$ cat src/rtl/tdm_demux.sv
// tdm_demux: two-channel serial TDM demultiplexer.
//
// A frame is 2*W serial bits, MSB first: W bits of channel 0 followed by W bits
// of channel 1. Bits are consumed only on edges where STB is high. FRAME
// (qualified by STB) marks the first bit of channel 0. A FRAME seen mid-frame
// abandons the partial word, pulses ERR and restarts decoding on that bit.
//
// Ports:
//   clk    - clock, all state changes on the rising edge
//   rst_n  - asynchronous active-low reset
//   D      - serial data, MSB first
//   STB    - D valid and consumed on this edge
//   FRAME  - with STB: D is bit W-1 of channel 0
//   Y0/Y1  - last complete channel-0 / channel-1 word
//   V0/V1  - one-cycle pulse, Y0 / Y1 just updated
//   S      - 1 while receiving channel 1
//   ERR    - one-cycle pulse, frame resync occurred
module tdm_demux #(
  parameter int unsigned W = 8
) (
  input  logic         clk,
  input  logic         rst_n,
  input  logic         D,
  input  logic         STB,
  input  logic         FRAME,
  output logic [W-1:0] Y0,
  output logic [W-1:0] Y1,
  output logic         V0,
  output logic         V1,
  output logic         S,
  output logic         ERR
);

  // Count only needs 0..W-1: the W-th bit completes the word and clears it.
  localparam int unsigned CntW = $clog2(W);
  localparam logic [CntW-1:0] LastCnt = CntW'(W - 1);
  localparam logic [CntW-1:0] OneCnt  = CntW'(1);

  typedef enum logic [1:0] {StIdle, StCh0, StCh1} state_e;

  state_e          state_q, state_d;
  logic [CntW-1:0] cnt_q, cnt_d;
  logic [W-1:0]    shift_q, shift_d;
  logic [W-1:0]    y0_q, y0_d;
  logic [W-1:0]    y1_q, y1_d;
  logic            v0_q, v0_d;
  logic            v1_q, v1_d;
  logic            err_q, err_d;

  logic [W-1:0]    word;
  logic [W-1:0]    first_bit;
  logic            unused_shift_msb;

  // Word as it stands once the current D is shifted in.
  assign word      = {shift_q[W-2:0], D};
  assign first_bit = {{(W-1){1'b0}}, D};
  // The MSB is shifted out as D enters; the completed word is taken from word.
  assign unused_shift_msb = shift_q[W-1];

  always_comb begin
    state_d = state_q;
    cnt_d   = cnt_q;
    shift_d = shift_q;
    y0_d    = y0_q;
    y1_d    = y1_q;
    v0_d    = 1'b0;
    v1_d    = 1'b0;
    err_d   = 1'b0;

    if (STB) begin
      unique case (state_q)
        StIdle: begin
          if (FRAME) begin
            shift_d = first_bit;
            cnt_d   = OneCnt;
            state_d = StCh0;
          end
        end
        StCh0, StCh1: begin
          if (FRAME) begin
            // Resync: drop the partial word, this bit starts a new channel 0.
            err_d   = 1'b1;
            shift_d = first_bit;
            cnt_d   = OneCnt;
            state_d = StCh0;
          end else if (cnt_q == LastCnt) begin
            shift_d = word;
            cnt_d   = '0;
            if (state_q == StCh0) begin
              y0_d    = word;
              v0_d    = 1'b1;
              state_d = StCh1;
            end else begin
              y1_d    = word;
              v1_d    = 1'b1;
              state_d = StIdle;
            end
          end else begin
            shift_d = word;
            cnt_d   = cnt_q + OneCnt;
          end
        end
        default: state_d = StIdle;
      endcase
    end
  end

  always_ff @(posedge clk or negedge rst_n) begin
    if (!rst_n) begin
      state_q <= StIdle;
      cnt_q   <= '0;
      shift_q <= '0;
      y0_q    <= '0;
      y1_q    <= '0;
      v0_q    <= 1'b0;
      v1_q    <= 1'b0;
      err_q   <= 1'b0;
    end else begin
      state_q <= state_d;
      cnt_q   <= cnt_d;
      shift_q <= shift_d;
      y0_q    <= y0_d;
      y1_q    <= y1_d;
      v0_q    <= v0_d;
      v1_q    <= v1_d;
      err_q   <= err_d;
    end
  end

  assign Y0  = y0_q;
  assign Y1  = y1_q;
  assign V0  = v0_q;
  assign V1  = v1_q;
  assign S   = (state_q == StCh1);
  assign ERR = err_q;

endmodule

$ cat config.mk
export PLATFORM = sky130hd
export DESIGN_NAME = tdm_demux
export DESIGN_NICKNAME = d
export VERILOG_FILES = /design/src/rtl/tdm_demux.sv
export SDC_FILE = /design/constraint.sdc
export NUM_CORES = 1
export LEC_CHECK = 0
export CAP_MARGIN = 10
export CORE_AREA = 4 4 57 59
export CTS_CLUSTER_DIAMETER = 50
export CTS_CLUSTER_SIZE = 28
export DETAILED_ROUTE_END_ITERATION = 8
export DIE_AREA = 0 0 61 63
export PLACE_DENSITY = 0.76
export SETUP_SLACK_MARGIN = 0.1
export SYNTH_ARGS = -nofsm -noshare
export SYNTH_HDL_FRONTEND = slang
export SYNTH_SLANG_ARGS = --single-unit
$ cat constraint.sdc
create_clock -name clk -period 2.5 [get_ports clk]
set_input_delay 0.375 -clock clk [delete_from_list [all_inputs] [get_ports clk]]
set_output_delay 0.375 -clock clk [all_outputs]
set_load 0.01 [all_outputs]
* After elaboration in Yosys (flattened, before gate mapping)
Index checks and enable logic that the tools add are counted.
Storage, ports and cells: register bits after elaboration 31, input port bits 5, output and inout bits 20, logic and storage cells 48
Cells by class: $add $sub $neg 1, equal/unequal tests 5, multiplexer cells 25, bitwise gates (word level) 2, reductions and logical operators 7
Operator list (number):
- $mux 7 | 2
- $pmux 7 s2 | 1
- $mux 1 | 13
- $reduce_and 5->1 | 2
- $mux 3 | 3
- $mux 2 | 4
- $pmux 3 s2 | 1
- $reduce_and 3->1 | 2
- $pmux 2 s2 | 1
- $add 3x1->3 const B | 1
- $eq 3x3->1 const B | 1
- $ne 3x3->1 const B | 1
- $eq 2x1->1 const B | 1
- $eq 2x2->1 const B | 1
- $logic_not 2->1 | 1
- $ne 2x2->1 const B | 1
- $not 1->1 | 2
- $reduce_bool 2->1 | 1
- $reduce_or 2->1 | 1

* Depth between registers and ports, before layout
word-level depth 6, depth in mapped cells 6, gate-level depth less buffers 5

* Worst setup path after synthesis
Ideal clock, no wire load.
kind reg-to-reg, start point reg state_q[0], end point reg y1_q[0], in the netlist Y1[0], setup time 0.125 ns, data arrival time 1.699 ns, data required time 2.375 ns, slack 0.676 ns, cell stages (with the launch flop) 6, buffers on the path 0, clock period less this slack 1.824 ns, cell sequence dfrtp_1 inv_1 ha_1 nand2_2 nor4b_4 mux2_2
Between the ends: longest elaborated chain between the ends 3, elaborated cells on any way between the ends 5, those cells by class eq/ne: 2; bitwise: 1; reduce/logical: 2
RTL lines:
- start, declared | line 41 | state_e state_q, state_d;
- start signal, assigned | line 110 | state_q <= StIdle;
- start signal, assigned | line 119 | state_q <= state_d;
- $eq 2x2->1 / $eq 2x1->1 (equally long branches) | line 71, 89
- $reduce_or 2->1 / $not 1->1 (equally long branches)
- $reduce_and 5->1 (no line) (*)
- end signal, assigned | line 123 | y1_q <= y1_d;
- end, declared | line 45 | logic [W-1:0] y1_q, y1_d;
Every way passes the cells marked *; elsewhere a longest branch is shown, timed or not. A chain may end at the register's enable or synchronous reset.

* Final worst setup path
start point reg state_q[0], end point out S
Between the ends: longest elaborated chain between the ends 1
RTL lines:
- $eq 2x2->1 | line 134 | assign S = (state_q == StCh1);
- end, declared | line 30 | output logic S,
Every way passes these cells.

==> qor.csv <==
stage,metric,value,unit
critical_path,worstPathArrival,1.56,ns
sta,drv_slew,0,
sta,hold_violations,0,
layout,final_nets,148,
flow_run,maxCapViolations,0,
die,die_h,63,um
clocking,clock_latency,0.33,ns
place,portBuffers,24,
power_and_ir_drop,peakVddDrop,0.536,mV
synthesis,ys_ff_latch,31,
synthesis,synth_top_cell_area_share,56.5,%
layout,fin_util,64.5,%
die,start_util,50.6,%
place,gp_congestion,0.781,
critical_path,critical_path.endpoint_type,output pin,
die,core_area,2710,um2
die,rows,19,
die,die_area,3840,um2
critical_path,cp_max_fo,5,
critical_path,r2r_setup_slack,0.57,ns
routing,drc_errors,0,
power_and_ir_drop,power_density,690,nW/um2
sta,finalCritPeriodShare,77.5,%
sta,finClkSkew,0.00219,ns
critical_path,slowest_delay,0.53,ns
routing,wl_per_cell,15.9,um
sta,tightest_slew,0.453,ns
min_path,hold_path_class,in2async,
synthesis,synth_area_leader_cell,dfrtp_1,
synthesis,ys_warn_count,0,
die,die_w,61,um
synthesis,yosys-top-cells-area,"dfrtp_1 57%, mux2_2 15%, ha_1 6.4%",
clocking,cts_hold_buf,0,
routing,detail_route.vias_per_cell,5.11,
global_route,grt.total_usage,16.2,%
synthesis,syn_area,1370,um2
clocking,cts_resized,0,
routing,drtAntennaViolNets,0,
layout,area_growth,27.3,%
global_route,antenna_found_initial,0,
synthesis,syn-instance-count,102,
critical_path,path_buf_inv,2,
layout,instances_no_fill,168,
sta,relSlewSlack,69.7,%
clocking,path_clk_slew,0.09,ns
die,pin_count,25,
clocking,cts_tree,done,
clocking,clkSinkCount,31,
clocking,cts_buffer_depth,2,
critical_path,cp_slowest_cell,clkdlybuf4s50_1,
sta,min_period,1.94,ns
critical_path,crit_chain,inv_1 -> ha_1 -> clkdlybuf4s50_1,
sta,setup_violations,0,
sta,tns,0,ns
critical_path,worstPathRequired,2.12,ns
critical_path,startpoint_type,register,
layout,antenna_cells,0,
critical_path,critical_path_class,reg2out,
sta,rsz0062_at_grt,no,
critical_path,r2r_start,state_q[0],
critical_path,critical_path.startpoint,state_q[0],
synthesis,syn_avg_cell_area,13.5,um2
clocking,numCtsBuffers,5,
global_route,grt_pass1_wl,4470,um
place,placedCellCount,160,
clocking,cts_setup_buffers,0,
routing,dr.pass1.iters,4,
routing,drt_iter0_markers,30,
synthesis,ys_types,19,
synthesis,syn-num-nets,114,
critical_path,rr_endpoint,Y0[1],
clocking,clock-root-buffer,clkbuf_4,
place,hpwlAfterDp,1870,um
sta,max_freq,516,MHz
critical_path,crit_family,buffers and inverters,
global_route,overflow,0,
routing,finalWirelength,2660,um
global_route,grt_pass1_vias,922,
clocking,cts_max_level,2,
routing,vias,859,
global_route,grt_max_degree,32,
run_status,status,"finished, final reports clean",
layout,drive_gt1_share,25.5,%
critical_path,reg2reg_depth,5,
synthesis,ys_seq_area_share,56.5,%
power_and_ir_drop,p_leak,0.829,nW
==> area by class of cell <==
cell class,instances,area (um2)
Fill cell,215,963
Clock buffer,7,65.1
Tap cell,31,38.8
Inverter,12,45.0
Multi-Input combinational cell,57,537
Timing Repair Buffer,29,278
Sequential cell,31,776
Clock inverter,1,7.51
==> per-layer routing <==
layer  part of all wire [%]  GRT usage, %
met4                   0.60          5.69
met3                    7.7          8.06
met2                     52          26.1
met1                     40          18.2
met5                      0             0
==> synth_stat cells <==
master,number
a211oi_2,1
a221o_1,1
o211ai_1,2
or4_1,1
nor3_4,1
o211a_1,1
buf_6,1
ha_1,7
nor4b_4,1
o21ai_0,1
mux2_2,18
nor2_1,2
clkbuf_1,1
inv_1,12
nor2b_1,3
dfrtp_1,31
nand2_2,1
nand2_1,9
mux2i_1,8
==> worst max-delay path by stage <==
stage            endpoint  slack (ns)  cells past startpoint
2_1_floorplan       Y1[0]        0.68                      5
3_3_place_gp   shift_q[0]        0.43                      4
3_5_place_dp   shift_q[1]        0.37                      5
4_1_cts                 S        0.54                      3
5_1_grt             Y0[5]        0.44                      5
6_report                S        0.56                      3
==> flip-flops by register name, indices dropped and copies added, names as in the netlist <==
| register | cells |
|---|---|
| Y0 | 8 |
| V1 | 1 |
| cnt_q | 3 |
| shift_q | 7 |
| Y1 | 8 |
| state_q | 2 |
| ERR | 1 |
| V0 | 1 |
==> through the flow <==
stage          area (um2)  hold slack [ns]  worst slack, ns  total power [mW]
2_1_floorplan        1370           0.0794            0.676             0.777
3_3_place_gp         1670            0.492            0.431             0.864
3_5_place_dp         1670            0.496            0.372             0.880
4_1_cts              1750            0.425            0.537              1.22
5_1_grt              1750            0.438            0.438              1.29
6_report             1750            0.425            0.562              1.21
==> worst register-to-register path, stage by stage, from the launching register on <==
cell and delay [ns]:
dfrtp_1 0.44, inv_1 0.10, ha_1 0.35, nand2_2 0.12, nor3_4 0.42, mux2_2 0.39
==> cell usage in the layout, fill, tap and decap left out, types with 2 or more instances in the layout <==
cell type         n
dfrtp_1          31
clkdlybuf4s50_1  24
mux2_2           18
inv_1            12
nand2_1           9
mux2i_1           8
ha_1              7
clkbuf_4          5
buf_4             5
nor2b_1           3
nor2_1            2
o211ai_1          2
clkbuf_8          2
==> logic make-up (layout without fill, tap and decap cells) <==
| kind of cell | Yosys count | count (layout) | synth area share [%] |
|---|---|---|---|
| buffers and inverters | 14 | 49 | 4.38 |
| adder cells (fa/ha/maj) | 7 | 7 | 6.38 |
| AND/OR/NAND/NOR | 18 | 18 | 8.30 |
| multiplexers | 26 | 26 | 20.6 |
| AO/OA/AOI/OAI | 6 | 6 | 3.83 |
| flip-flops | 31 | 31 | 56.5 |
==> report_power, final <==
part	internal, mW	switching [mW]	total (mW)
registers	0.554	0.0453	0.599
logic	0.130	0.139	0.269
clock network	0.164	0.174	0.339
Power figures use the tool's default switching activity.
